**src/rtl/mbox_ordered_if.sv**
```systemverilog
// Handshake bundle between the xctcmsg receive mailbox and its neighbours.
// The loopback, receive-queue and writeback channels sit together in this one interface.
interface mbox_ordered_if #(
    parameter int META_W = 16,
    parameter int DATA_W = 64,
    parameter int PT_W   = 8
);
    logic              lb_valid;
    logic              lb_ready;
    logic [META_W-1:0] lb_meta;
    logic [DATA_W-1:0] lb_data;

    logic              rq_valid;
    logic              rq_ready;
    logic [META_W-1:0] rq_meta;
    logic [META_W-1:0] rq_mask;
    logic              rq_is_avail;
    logic [PT_W-1:0]   rq_pt;
    logic              csu_grant;

    logic              wb_valid;
    logic              wb_ack;
    logic [DATA_W-1:0] wb_value;
    logic [PT_W-1:0]   wb_pt;

    modport master (
        output lb_valid, lb_meta, lb_data,
        output rq_valid, rq_meta, rq_mask, rq_is_avail, rq_pt, csu_grant,
        output wb_ack,
        input  lb_ready, rq_ready, wb_valid, wb_value, wb_pt
    );

    modport slave (
        input  lb_valid, lb_meta, lb_data,
        input  rq_valid, rq_meta, rq_mask, rq_is_avail, rq_pt, csu_grant,
        input  wb_ack,
        output lb_ready, rq_ready, wb_valid, wb_value, wb_pt
    );
endinterface

```
**src/rtl/mbox_ordered.sv**
```systemverilog
// Receive-side mailbox: message cells with an age matrix and an in-order request queue.
// The head request resolves combinationally against the oldest matching message.
module mbox_ordered #(
    parameter int MSG_DEPTH = 4,
    parameter int REQ_DEPTH = 2,
    parameter int META_W    = 16,
    parameter int DATA_W    = 64,
    parameter int PT_W      = 8
) (
    input  logic                           clk,
    input  logic                           rst_n,
    input  logic                           flush,
    mbox_ordered_if.slave                  mb,
    output logic [$clog2(MSG_DEPTH+1)-1:0] msg_count,
    output logic [$clog2(REQ_DEPTH+1)-1:0] req_count
);
    localparam int MCW = $clog2(MSG_DEPTH + 1);
    localparam int RCW = $clog2(REQ_DEPTH + 1);
    localparam int MIW = $clog2(MSG_DEPTH);

    typedef struct packed {
        logic [META_W-1:0] meta;
        logic [META_W-1:0] mask;
        logic              is_avail;
        logic [PT_W-1:0]   pt;
    } req_t;

    logic [MSG_DEPTH-1:0] msg_vld_q, msg_vld_d;
    logic [META_W-1:0]    msg_meta_q [MSG_DEPTH];
    logic [META_W-1:0]    msg_meta_d [MSG_DEPTH];
    logic [DATA_W-1:0]    msg_data_q [MSG_DEPTH];
    logic [DATA_W-1:0]    msg_data_d [MSG_DEPTH];
    // older_q[i][j] set means cell i was allocated before cell j
    logic [MSG_DEPTH-1:0] older_q [MSG_DEPTH];
    logic [MSG_DEPTH-1:0] older_d [MSG_DEPTH];
    logic [MCW-1:0]       msg_count_q, msg_count_d;

    req_t                 req_q [REQ_DEPTH];
    req_t                 req_d [REQ_DEPTH];
    logic [RCW-1:0]       req_count_q, req_count_d;

    req_t                 head;
    req_t                 new_req;
    logic                 head_vld;
    logic [MSG_DEPTH-1:0] match;
    logic [MSG_DEPTH-1:0] sel;
    logic                 any_match;
    logic [DATA_W-1:0]    sel_data;
    logic [MIW-1:0]       alloc_idx;
    logic                 lb_ready;
    logic                 rq_ready;
    logic                 wb_valid;
    logic [DATA_W-1:0]    wb_value;
    logic                 alloc;
    logic                 retire;
    logic                 free_cell;
    logic                 push;
    int                   wr_idx;

    always_comb begin : match_select
        head     = req_q[0];
        head_vld = (req_count_q != '0);
        match    = '0;
        for (int i = 0; i < MSG_DEPTH; i++) begin
            match[i] = head_vld & msg_vld_q[i] &
                       (((msg_meta_q[i] ^ head.meta) & head.mask) == '0);
        end
        any_match = |match;
        // A matching cell wins only if it is older than every other matching cell
        sel = match;
        for (int i = 0; i < MSG_DEPTH; i++) begin
            for (int j = 0; j < MSG_DEPTH; j++) begin
                if (j != i && match[j] && !older_q[i][j]) begin
                    sel[i] = 1'b0;
                end
            end
        end
        sel_data = '0;
        for (int i = 0; i < MSG_DEPTH; i++) begin
            if (sel[i]) begin
                sel_data = sel_data | msg_data_q[i];
            end
        end
    end

    always_comb begin : resolve
        wb_valid = head_vld & (head.is_avail | any_match);
        wb_value = '0;
        if (wb_valid) begin
            wb_value = head.is_avail ? DATA_W'(any_match) : sel_data;
        end
        retire    = wb_valid & mb.wb_ack;
        free_cell = retire & ~head.is_avail;
        lb_ready  = ~&msg_vld_q;
        alloc     = mb.lb_valid & lb_ready;
        rq_ready  = mb.csu_grant & ((req_count_q != RCW'(REQ_DEPTH)) | retire);
        push      = mb.rq_valid & rq_ready & ~flush;
        alloc_idx = '0;
        for (int i = MSG_DEPTH - 1; i >= 0; i--) begin
            if (!msg_vld_q[i]) begin
                alloc_idx = MIW'(i);
            end
        end
    end

    assign mb.lb_ready = lb_ready;
    assign mb.rq_ready = rq_ready;
    assign mb.wb_valid = wb_valid;
    assign mb.wb_value = wb_value;
    assign mb.wb_pt    = head.pt;
    assign msg_count   = msg_count_q;
    assign req_count   = req_count_q;

    always_comb begin : msg_next
        msg_vld_d  = msg_vld_q;
        msg_meta_d = msg_meta_q;
        msg_data_d = msg_data_q;
        older_d    = older_q;
        if (free_cell) begin
            msg_vld_d = msg_vld_q & ~sel;
        end
        // alloc_idx comes from pre-edge valids, so it never aliases the cell being freed
        if (alloc) begin
            msg_vld_d[alloc_idx]  = 1'b1;
            msg_meta_d[alloc_idx] = mb.lb_meta;
            msg_data_d[alloc_idx] = mb.lb_data;
            older_d[alloc_idx]    = '0;
            for (int i = 0; i < MSG_DEPTH; i++) begin
                if (i != int'(alloc_idx)) begin
                    older_d[i][alloc_idx] = 1'b1;
                end
            end
        end
        msg_count_d = msg_count_q + MCW'(alloc) - MCW'(free_cell);
    end

    always_comb begin : req_next
        new_req.meta     = mb.rq_meta;
        new_req.mask     = mb.rq_mask;
        new_req.is_avail = mb.rq_is_avail;
        new_req.pt       = mb.rq_pt;
        req_d            = req_q;
        wr_idx           = int'(req_count_q) - (retire ? 1 : 0);
        if (retire) begin
            for (int i = 0; i < REQ_DEPTH - 1; i++) begin
                req_d[i] = req_q[i+1];
            end
        end
        if (push) begin
            for (int i = 0; i < REQ_DEPTH; i++) begin
                if (i == wr_idx) begin
                    req_d[i] = new_req;
                end
            end
        end
        if (flush) begin
            req_count_d = '0;
        end else begin
            req_count_d = req_count_q + RCW'(push) - RCW'(retire);
        end
    end

    always_ff @(posedge clk or negedge rst_n) begin
        if (!rst_n) begin
            msg_vld_q   <= '0;
            older_q     <= '{default: '0};
            msg_count_q <= '0;
            req_count_q <= '0;
        end else begin
            msg_vld_q   <= msg_vld_d;
            older_q     <= older_d;
            msg_count_q <= msg_count_d;
            req_count_q <= req_count_d;
        end
    end

    // Payload storage carries no reset; the valid bits qualify it
    always_ff @(posedge clk) begin
        msg_meta_q <= msg_meta_d;
        msg_data_q <= msg_data_d;
        req_q      <= req_d;
    end
endmodule

```
**src/flat_wrapper.sv**
```systemverilog
// flat-port wrapper written by rule: the top's interface ports become plain ports
module mbox_ordered_flat 
#(
    parameter int MSG_DEPTH = 4,
    parameter int REQ_DEPTH = 2,
    parameter int META_W    = 16,
    parameter int DATA_W    = 64,
    parameter int PT_W      = 8
)
  (clk, rst_n, flush, msg_count, req_count, mb_lb_valid, mb_lb_meta, mb_lb_data, mb_rq_valid, mb_rq_meta, mb_rq_mask, mb_rq_is_avail, mb_rq_pt, mb_csu_grant, mb_wb_ack, mb_lb_ready, mb_rq_ready, mb_wb_valid, mb_wb_value, mb_wb_pt);
  mbox_ordered_if #(.META_W(META_W), .DATA_W(DATA_W), .PT_W(PT_W)) mb_i ();
  input  logic clk;
  input  logic rst_n;
  input  logic flush;
  output logic [$clog2(MSG_DEPTH+1)-1:0] msg_count;
  output logic [$clog2(REQ_DEPTH+1)-1:0] req_count;
  input wire logic [$bits(mb_i.lb_valid)-1:0] mb_lb_valid;
  input wire logic [$bits(mb_i.lb_meta)-1:0] mb_lb_meta;
  input wire logic [$bits(mb_i.lb_data)-1:0] mb_lb_data;
  input wire logic [$bits(mb_i.rq_valid)-1:0] mb_rq_valid;
  input wire logic [$bits(mb_i.rq_meta)-1:0] mb_rq_meta;
  input wire logic [$bits(mb_i.rq_mask)-1:0] mb_rq_mask;
  input wire logic [$bits(mb_i.rq_is_avail)-1:0] mb_rq_is_avail;
  input wire logic [$bits(mb_i.rq_pt)-1:0] mb_rq_pt;
  input wire logic [$bits(mb_i.csu_grant)-1:0] mb_csu_grant;
  input wire logic [$bits(mb_i.wb_ack)-1:0] mb_wb_ack;
  output wire logic [$bits(mb_i.lb_ready)-1:0] mb_lb_ready;
  output wire logic [$bits(mb_i.rq_ready)-1:0] mb_rq_ready;
  output wire logic [$bits(mb_i.wb_valid)-1:0] mb_wb_valid;
  output wire logic [$bits(mb_i.wb_value)-1:0] mb_wb_value;
  output wire logic [$bits(mb_i.wb_pt)-1:0] mb_wb_pt;
  assign mb_i.lb_valid = mb_lb_valid;
  assign mb_i.lb_meta = mb_lb_meta;
  assign mb_i.lb_data = mb_lb_data;
  assign mb_i.rq_valid = mb_rq_valid;
  assign mb_i.rq_meta = mb_rq_meta;
  assign mb_i.rq_mask = mb_rq_mask;
  assign mb_i.rq_is_avail = mb_rq_is_avail;
  assign mb_i.rq_pt = mb_rq_pt;
  assign mb_i.csu_grant = mb_csu_grant;
  assign mb_i.wb_ack = mb_wb_ack;
  assign mb_lb_ready = mb_i.lb_ready;
  assign mb_rq_ready = mb_i.rq_ready;
  assign mb_wb_valid = mb_i.wb_valid;
  assign mb_wb_value = mb_i.wb_value;
  assign mb_wb_pt = mb_i.wb_pt;
  mbox_ordered #(.MSG_DEPTH(MSG_DEPTH), .REQ_DEPTH(REQ_DEPTH), .META_W(META_W), .DATA_W(DATA_W), .PT_W(PT_W)) u_core (.clk(clk), .rst_n(rst_n), .flush(flush), .mb(mb_i), .msg_count(msg_count), .req_count(req_count));
endmodule
```
**config.mk**
```make
export PLATFORM = sky130hd
export DESIGN_NAME = mbox_ordered_flat
export DESIGN_NICKNAME = d
export VERILOG_FILES = /design/src/rtl/mbox_ordered_if.sv /design/src/rtl/mbox_ordered.sv /design/src/flat_wrapper.sv
export SDC_FILE = /design/constraint.sdc
export NUM_CORES = 1
export LEC_CHECK = 0
export ABC_CLOCK_PERIOD_IN_PS = 6000
export BUFFER_PORTS_ARGS = -buffer_cell sky130_fd_sc_hd__buf_2
export CAP_MARGIN = 25
export CORE_UTILIZATION = 30
export CTS_BUF_LIST = sky130_fd_sc_hd__clkbuf_2 sky130_fd_sc_hd__clkbuf_4 sky130_fd_sc_hd__clkbuf_8
export DETAILED_ROUTE_END_ITERATION = 7
export PLACE_DENSITY = 0.53
export SYNTH_ARGS = -nofsm -noshare
export SYNTH_HDL_FRONTEND = slang
export SYNTH_SLANG_ARGS = --single-unit
```
**constraint.sdc**
```tcl
create_clock -name clk -period 6 [get_ports clk]
set_clock_uncertainty 0.2 [all_clocks]
set_input_delay 0.9 -clock clk [delete_from_list [all_inputs] [get_ports clk]]
set_output_delay 0.9 -clock clk [all_outputs]
set_load 0.005 [all_outputs]
```
### Word level (Yosys, flattened, before mapping)

Index checks and enable logic that the tools add are counted.

| storage, ports and cells | value |
|---|---|
| bits in registers | 427 |
| logic and storage cells | 158 |

| operators by class | value |
|---|---|
| add/subtract/negate cells | 5 |
| magnitude comparators | 4 |
| equality and inequality tests | 5 |
| multiplexer cells | 44 |
| bitwise gates (word level) | 40 |
| reductions and logical operators | 37 |

Operators by type and width:

| operator | count |
|---|---|
| $mux 64 | 7 |
| $bwmux 256 | 1 |
| $or 64x64->64 | 3 |
| $demux 64 s2 | 1 |
| $mux 41 | 3 |
| $mux 82 | 1 |
| $and 16x16->16 | 5 |
| $bwmux 64 | 1 |
| $logic_not 16->1 | 4 |
| $xor 16x16->16 | 4 |
| $demux 16 s2 | 1 |
| $eq 2x32->1 const A | 1 |
| $logic_not 32->1 | 1 |
| $sub 3x32->32 | 1 |
| $mux 4 | 7 |
| $or 4x4->4 | 5 |
| $mux 16 | 1 |
| $not 16->16 | 1 |
| $and 1x1->1 | 15 |
| $logic_and 1x1->1 | 14 |
| $mux 1 | 14 |
| $logic_not 1->1 | 13 |
| $mux 2 | 5 |
| $demux 4 s2 | 1 |
| 21 further kinds | 25 |

### Logic depth before layout (Yosys ltp)

Gate-level depths: netlist (run 1).

| depth | value |
|---|---|
| depth after elaboration | 17 |
| gate-level depth with buffers | 14 |
| gate-level depth less buffers | 12 |

### Worst setup path before layout (run 1)

No wires, ideal clock.

| path | value |
|---|---|
| path type | input -> register |
| start | input mb_lb_valid |
| end | register u_core.msg_data_q[0] (netlist bit) (enable) |
| library setup time | 522 ps |
| arrival | 4514 ps |
| required time | 5278 ps |
| slack | 764 ps |
| stages | 2 |
| path buffers | 0 |
| cell sequence | nand3_1 nor2_1 |

| between the ends | value |
|---|---|
| cells in the longest elaborated chain, start to end | 1 |

Ends and longest elaborated chain:

| item | line | RTL |
|---|---|---|
| start: declaration | flat_wrapper.sv:17 | `input wire logic [$bits(mb_i.lb_valid)-1:0] mb_lb_valid;` |
| $and 1x1->1 | mbox_ordered.sv:95 | `alloc = mb.lb_valid & lb_ready;` |
| end signal: assignment | mbox_ordered.sv:180 | `msg_data_q <= msg_data_d;` |
| end: declaration | mbox_ordered.sv:31 | `logic [DATA_W-1:0] msg_data_q [MSG_DEPTH];` |

Every way passes these cells.
A chain may end at the register's enable or synchronous reset.

### Worst setup path after layout (run 1)

| path | value |
|---|---|
| start | register u_core.req_q, in the netlist u_core.head[28] |
| end | output mb_wb_value[44] |

| between the ends | value |
|---|---|
| cells in the longest elaborated chain, start to end | 17 |

Ends and longest elaborated chain:

| item | line | RTL |
|---|---|---|
| start: declaration | mbox_ordered.sv:38 | `req_t req_q [REQ_DEPTH];` |
| start signal: assignment | mbox_ordered.sv:181 | `req_q <= req_d;` |
| $xor 16x16->16 | mbox_ordered.sv:66 | `(((msg_meta_q[i] ^ head.meta) & head.mask) == '0);` |
| $and 16x16->16 | mbox_ordered.sv:66 |  |
| $logic_not 16->1 | mbox_ordered.sv:66 |  |
| $and 1x1->1 | mbox_ordered.sv:65 | `match[i] = head_vld & msg_vld_q[i] &` |
| $logic_and 1x1->1 | mbox_ordered.sv:73 | `if (j != i && match[j] && !older_q[i][j]) begin` |
| $mux 1 (3 in series) | mbox_ordered.sv:73 |  |
| $mux 64 | mbox_ordered.sv:80 | `if (sel[i]) begin` |
| $or 64x64->64 | mbox_ordered.sv:81 | `sel_data = sel_data \| msg_data_q[i];` |
| $mux 64 | mbox_ordered.sv:80 |  |
| $or 64x64->64 | mbox_ordered.sv:81 |  |
| $mux 64 | mbox_ordered.sv:80 |  |
| $or 64x64->64 | mbox_ordered.sv:81 |  |
| $mux 64 | mbox_ordered.sv:80 |  |
| $mux 64 | mbox_ordered.sv:90 | `wb_value = head.is_avail ? DATA_W'(any_match) : sel_data;` |
| $mux 64 * | mbox_ordered.sv:89 | `if (wb_valid) begin` |
| end: declaration | flat_wrapper.sv:30 | `output wire logic [$bits(mb_i.wb_value)-1:0] mb_wb_value;` |

Mark *: on every way between the ends. The rest lies on a longest branch, timed or not.

==> results of run 1 <==
==> sequential cells by signal, indices dropped and copies added, names as in the netlist, named ones only <==
| signal | flops |
|---|---|
| u_core.msg_data_q | 256 |
| u_core.msg_meta_q | 64 |
| u_core.req_q | 41 |
| u_core.head | 33 |
| u_core.mb.wb_pt | 8 |
| u_core.msg_vld_q | 4 |
| u_core.older_q | 4 |
| u_core.msg_count | 3 |
| u_core.req_count | 2 |
==> routing by layer <==
layer	wire length [µm]	share of wire [%]	track usage [%]	vias up
met3	2590	6.4	4.58	80
met1	17600	43	18.5	4728
li1	-	-	-	4309
met5	76	0.19	0	-
met2	19500	48	23.0	267
met4	949	2.3	5.55	12
==> placed cells by master (no fill, tap or decap), types with 4 or more instances in the layout <==
master,Yosys,layout
mux2_2,27,27
nand3_1,10,10
nand4_1,5,5
mux2_1,14,14
nor2_1,15,12
dfxtp_1,41,41
clkinv_2,0,11
buf_4,14,14
ha_1,6,6
nand2b_1,6,5
clkbuf_4,0,26
o21ai_0,8,8
clkbuf_8,0,80
dfrtp_1,21,21
inv_1,13,12
nand2_1,14,14
a21o_1,4,4
buf_2,28,207
mux2_4,40,40
edfxtp_1,361,361
xor2_1,65,65
a222oi_1,4,4
clkinv_1,0,9
a22oi_1,149,149
a21oi_1,70,70
==> Yosys cell counts, drive strengths merged (3+ instances only) <==
master | n | area (µm²)
a21o | 5 | 45.0
a21oi | 71 | 359
a222oi | 4 | 40.0
a22oi | 149 | 1120
a31oi | 3 | 18.8
buf | 57 | 384
clkbuf | 11 | 41.3
dfrtp | 21 | 526
dfxtp | 41 | 821
edfxtp | 361 | 10800
ha | 6 | 75.1
inv | 13 | 48.8
mux2 | 81 | 1060
nand2 | 14 | 52.6
nand2b | 6 | 37.5
nand3 | 10 | 50.1
nand4 | 5 | 31.3
nor2 | 15 | 56.3
nor3 | 3 | 42.5
nor4 | 4 | 40.0
o21ai | 9 | 48.8
xnor2 | 3 | 26.3
xor2 | 65 | 569
==> power by group through the flow <==
| stage | logic, µW | registers (µW) | clock network, µW |
|---|---|---|---|
| finish | 1350 | 3860 | 2680 |
| global route | 1480 | 3910 | 2900 |
| CTS | 1370 | 3870 | 2770 |
| detailed placement | 1360 | 3930 | 0 |
| global placement | 1350 | 3920 | 0 |
| floorplan | 1140 | 3740 | 0 |
==> metrics by stage <==
step / std cells / total power (µW) / instance area [µm²] / worst slack (ns)
after global placement: 1828 / 5270 / 18200 / 1.60
final: 1962 / 7900 / 19700 / 0.963
after detailed placement: 1829 / 5290 / 18200 / 1.52
after global routing: 1962 / 8290 / 19700 / 0.765
after CTS: 1961 / 8010 / 19700 / 0.858
after floorplan: 977 / 4870 / 16500 / 0.764
==> worst max-delay path: stages, from the launching register on <==
cell and delay (ns):
dfxtp_1 0.46, xor2_1 0.11, a22o_1 0.24, a221oi_1 0.44
and4b_4 0.39, o2111a_2 0.57, buf_4 0.48, a22oi_1 0.12
a21oi_1 0.30, buf_2 0.18
==> path summary, 6_finish.rpt <==
check / from / endpoint / slack, ns / cells past startpoint
worst max register to register: u_core.head[25] / u_core.msg_count[2] / 1.54 / 13
max in group asynchronous: rst_n / u_core.msg_count[2] / 4.65 / 2
worst min register to register: flip-flop / flip-flop / 0.30 / 2
worst min-delay path: mb_rq_meta[12] / u_core.req_q[37] / 0.24 / 1
worst max-delay path: u_core.head[28] / mb_wb_value[44] / 0.96 / 9
min in group asynchronous: rst_n / async pin / 0.57 / 2
==> layout make-up <==
type | count | area [µm²]
Multi-Input combinational cell | 473 | 3930
Clock inverter | 25 | 205
Clock buffer | 106 | 1300
Fill cell | 5153 | 34400
Sequential cell | 423 | 12200
Inverter | 13 | 50.0
Timing Repair Buffer | 225 | 1210
Tap cell | 696 | 871
Antenna cell | 1 | 2.50
==> what timing repair did <==
item	in CTS	in global routing
hold buffers	1	0
gates resized for setup	0	0
endpoints found under the hold margin	11	0
==> cell families after synthesis <==
| group | after synthesis |
|---|---|
| AO/OA/AOI/OAI | 248 |
| XOR/XNOR | 68 |
| adder cells (fa/ha/maj) | 7 |
| buffers and inverters | 81 |
| flip-flops | 423 |
| multiplexers | 81 |
| AND/OR/NAND/NOR | 69 |
==> results.sh, run 1 <==
export IMPL_run_status="complete, no violations"
export IMPL_swShare_pct=27.1
export IMPL_worstSetupPathType="reg2out"
export IMPL_number_of_vias_after_detailed_routing=9396
export IMPL_mappedNetlistArea_um2=16500
export IMPL_die_y_um=237
export IMPL_synth_ff_type="edfxtp_1"
export IMPL_tritoncts="built"
export IMPL_placement_rows=85
export IMPL_worst_setup_hold_path_clk_slew_ns=0.06
export IMPL_setup_violations=0
export IMPL_postSynthNetCount=1112
export IMPL_min_period_ns=5.04
export IMPL_area_delta_synth_final_pct=19.4
export IMPL_postCtsSetupRepairBufs=0
export IMPL_timing_critical_path_required_ns=4.90
export IMPL_ir_worst_vdd_mv=0.174
export IMPL_p_int_uw=5760
export IMPL_gr_usage_all_layers_pct=14.5
export IMPL_synth_cell_types=50
export IMPL_first_pass_grt_wire_length_mm=61.0
export IMPL_nNetsFinal=1345
export IMPL_drt_first_iter_violations=513
export IMPL_ys_seq_area_share_pct=73.7
export IMPL_actual_slew_at_the_worst_max_slew_pin_ns=0.858
export IMPL_first_global_vias=9731
export IMPL_later_pin_clock_latency_in_the_skew_report_ns=0.65
export IMPL_detailedPlacementHpwl_mm=25.0
export IMPL_worst_setup_path_start_kind="flip-flop"
export IMPL_port_buffers=207
export IMPL_synth_adder_area_share_pct=0.575
export IMPL_critical_path_sink_type="output port"
export IMPL_ctsHtreeMaxLevel=3
export IMPL_hold_viol_final=0
export IMPL_initial_core_util_pct=30.6
export IMPL_synth_xor_xnor_area_share_pct=3.60
export IMPL_dieArea_um2=56100
export IMPL_post_route_cells_drive_above_1_share_pct=34.2
export IMPL_finalSetupTns_ns=0
export IMPL_power_frac_clock_pct=34.0
export IMPL_synth_top_family_by_area="compound AO/OA/AOI/OAI gates"
export IMPL_first_pass_iters=5
export IMPL_flop_and_latch_count_out_of_synthesis=423
export IMPL_synth_compound_gate_area_share_pct=10.3
export IMPL_number_of_vias_per_cell_after_detailed_routing=4.79
export IMPL_leakagePower_uw=0.00699
export IMPL_core_region_area_um2=54100
export IMPL_max_slew_margin_rel_pct=42.8
export IMPL_power_sequential_fraction_pct=48.9
export IMPL_timing_final_max_slew_violations=0
export IMPL_die_x_um=237
export IMPL_synth_edff_count=361
export IMPL_critical_path_peak_fanout=29
export IMPL_switching_power_uw=2140
export IMPL_postRouteWirelength_mm=40.7
export IMPL_cts_buffers=74
export IMPL_yosys_mux_area_fraction_pct=6.42
export IMPL_maxCapViolCount=0
export IMPL_finish_utilization_pct=36.5
export IMPL_maxClockFrequency_mhz=199
export IMPL_ios=208
export IMPL_combPwrFrac_pct=17.1
export IMPL_power_density_nw_per_um2=400
export IMPL_route_detailed_drc=0
export IMPL_grt_remaining_overflow=0
export IMPL_hold_class="in2reg"
export IMPL_number_of_antenna_violations_at_the_first_check_in_global_routing=7
export IMPL_period_share_pct=83.9
export IMPL_cts_root_buf="clkbuf_8"
export IMPL_sinks_on_clock_net=423
export IMPL_synth_async_reset_ratio_pct=4.96
export IMPL_share_of_synthesized_cell_area_in_and_or_nand_and_nor_gates_pct=2.53
export IMPL_synth_cells=977
export IMPL_route_antenna_remaining_nets=0
export IMPL_synthesis_area_per_instance_um2=16.9
export IMPL_fin_worst_hold_slack_ns=0.244
export IMPL_cp_data_arrival_time_ns=3.94
export IMPL_maximum_number_of_pins_on_one_net_before_global_route_repair=73
export IMPL_yosysWarningCount=0
export IMPL_detail_route_wl_per_cell_um=20.7
export IMPL_unrepaired_setup_endpoints_after_global_routing="no"
export IMPL_finalWeightedCongestion=0.792
export IMPL_clockBufferDepth=3
No activity file was read; power rests on OpenSTA's default activity.
==> inputs of run 2 (changes only) <==
--- a/config.mk
+++ b/config.mk
@@ -5,7 +5,7 @@
 export SDC_FILE = /design/constraint.sdc
 export NUM_CORES = 1
 export LEC_CHECK = 0
-export ABC_CLOCK_PERIOD_IN_PS = 6000
+export ABC_CLOCK_PERIOD_IN_PS = 5200
 export BUFFER_PORTS_ARGS = -buffer_cell sky130_fd_sc_hd__buf_2
 export CAP_MARGIN = 25
 export CORE_UTILIZATION = 30
==> constraint.sdc (replaced) <==
create_clock -name clk -period 5.2 [get_ports clk]
set_clock_uncertainty 0.2 [all_clocks]
set_input_delay 0.78 -clock clk [delete_from_list [all_inputs] [get_ports clk]]
set_output_delay 0.78 -clock clk [all_outputs]
set_load 0.005 [all_outputs]
==> run 2 against run 1 <==
- combinational power is 14% higher
- hold slack got worse by 0.12 ns
- sequential power is 16% higher
- global-route usage fell by 0.24 points
- sequential share of layout area did not move
- clock power increased by 11%
- critical path depth did not move
- first-iteration DRC count grew 6.0%
- final cell count rose by 0.15%
- largest cell class unchanged
==> results.sh, run 2 (same netlist as run 1, synthesis figures left out) <==
export IMPL_run_status="complete, no violations"
export IMPL_multi_input_area_um2=3930
export IMPL_route_detailed_drc=0
export IMPL_route_antenna_remaining_nets=0
export IMPL_die_x_um=237
export IMPL_timing_critical_path_cells="xor2_1, a222oi_1, nand3_1, nor3_4, and3_2, buf_12, a22oi_1, a21oi_1, buf_2"
export IMPL_grt_remaining_overflow=0
export IMPL_number_of_vias_after_detailed_routing=9384
export IMPL_setup_violations=0
export IMPL_finalSetupTns_ns=0
export IMPL_area_delta_synth_final_pct=19.4
export IMPL_ctsHtreeMaxLevel=3
export IMPL_timing_final_max_slew_violations=0
export IMPL_finalWeightedCongestion=0.735
export IMPL_wl_met1_mm=17.6
export IMPL_cts_root_buf="clkbuf_8"
export IMPL_number_of_vias_per_cell_after_detailed_routing=4.78
export IMPL_ir_worst_vdd_mv=0.268
export IMPL_period_share_pct=90.1
export IMPL_first_pass_grt_wire_length_mm=60.1
export IMPL_gr_usage_all_layers_pct=14.3
export IMPL_critical_path_sink_type="output port"
export IMPL_postRouteWirelength_mm=40.3
export IMPL_actual_slew_at_the_worst_max_slew_pin_ns=0.889
export IMPL_finish_utilization_pct=36.5
export IMPL_final_critical_path_setup_slack_ns=0.514
export IMPL_hold_class="in2reg"
export IMPL_fin_total_pwr_uw=8980
export IMPL_number_of_antenna_violations_at_the_first_check_in_global_routing=7
export IMPL_first_global_vias=9666
export IMPL_initial_core_util_pct=30.6
export IMPL_first_pass_iters=5
export IMPL_wl_met3_mm=2.41
export IMPL_min_period_ns=4.69
export IMPL_leakagePower_uw=0.00698
export IMPL_max_slew_margin_rel_pct=40.8
export IMPL_cpPeakStageDelay_ns=0.70
export IMPL_postCtsSetupRepairBufs=0
export IMPL_registers_top_by_ff_count="u_core.msg_data_q"
export IMPL_placement_rows=85
export IMPL_later_pin_clock_latency_in_the_skew_report_ns=0.63
export IMPL_worst_setup_path_start_kind="flip-flop"
export IMPL_largest_register_ffs=256
export IMPL_critical_path_n_buffers_inverters=2
export IMPL_cp_data_arrival_time_ns=3.71
export IMPL_worst_setup_hold_path_clk_slew_ns=0.06
export IMPL_met2_wirelength_mm=19.4
export IMPL_hold_viol_final=0
export IMPL_clockBufferDepth=3
export IMPL_detail_route_wl_per_cell_um=20.5
export IMPL_drt_first_iter_violations=544
export IMPL_timing_critical_path_required_ns=4.22
export IMPL_power_density_nw_per_um2=455
export IMPL_unrepaired_setup_endpoints_after_global_routing="no"
export IMPL_layout_area_seq_um2=12200
export IMPL_worstSetupPathType="reg2out"
export IMPL_die_y_um=237
export IMPL_crit_family="simple AND/OR/NAND/NOR gates"
export IMPL_cts_buffers=75
export IMPL_critical_path_peak_fanout=31
export IMPL_nNetsFinal=1349
export IMPL_tritoncts="built"
export IMPL_num_fill_cells=5177
export IMPL_slowest_stage="and3_2"
export IMPL_core_region_area_um2=54100
export IMPL_most_common_layout_cells="361 x edfxtp_1, 207 x buf_2, 149 x a22oi_1"
export IMPL_fin_worst_hold_slack_ns=0.120
export IMPL_ios=208
export IMPL_cts_hold_repair_buffers=1
export IMPL_largest_registers="u_core.msg_data_q: 256 flops, u_core.msg_meta_q: 64 flops, u_core.req_q: 41 flops"
export IMPL_maxClockFrequency_mhz=213
export IMPL_top_layer="met5"
export IMPL_maximum_number_of_pins_on_one_net_before_global_route_repair=73
export IMPL_post_route_cells_drive_above_1_share_pct=34.0
export IMPL_final_common_cell="edfxtp_1"
export IMPL_sinks_on_clock_net=423
export IMPL_maxCapViolCount=0
export IMPL_post_cts_resize_count=0
export IMPL_detailedPlacementHpwl_mm=24.6
export IMPL_dieArea_um2=56100
export IMPL_post_place_ws_ns=1.05
export IMPL_port_buffers=207
-- run 2: cell count changes in the layout (fill, tap and decap cells not counted), sizes merged --
cell	delta
clkinvlp	+2
bufinv	-2
buf	+3
inv	-2
clkinv	+6
clkbuf	-4
-- run 2: layer usage --
layer  track usage, %  vias up
met5                0        -
met4             5.18       12
met3             4.26       76
met2             23.2      262
met1             18.1     4713
li1                 -     4321
-- run 2: final timing paths --
check / from / end / slack (ns) / cells past startpoint
max: u_core.head[38] / mb_wb_value[6] / 0.51 / 9
min in group asynchronous: rst_n / u_core.req_count[1] / 0.48 / 2
max in group asynchronous: rst_n / u_core.msg_count[0] / 3.94 / 2
min reg2reg: flip-flop / flip-flop / 0.27 / 2
min: flush / u_core.req_count[1] / 0.12 / 2
max reg2reg: u_core.head[25] / u_core.head[34] / 1.14 / 11
-- run 2: area by class of cell --
| class | instances | area share [%] |
|---|---|---|
| Antenna cell | 1 | 0.0127 |
| Clock buffer | 102 | 6.41 |
| Clock inverter | 29 | 0.887 |
| Inverter | 13 | 0.253 |
| Multi-Input combinational cell | 473 | 19.9 |
| Sequential cell | 423 | 61.7 |
| Tap cell | 696 | 4.41 |
| Timing Repair Buffer | 228 | 6.44 |
-- run 2: through the flow --
| step | instances | area [µm²] |
|---|---|---|
| final | 1965 | 19700 |
| after global routing | 1965 | 19700 |
| after CTS | 1964 | 19700 |
| after detailed placement | 1832 | 18300 |
| after global placement | 1831 | 18300 |
| after floorplan | 977 | 16500 |
-- run 2: where the power goes --
part	internal, µW	switching, µW
Combinational	799	744
Sequential	4090	368
Clock	1630	1350
Total	6520	2460
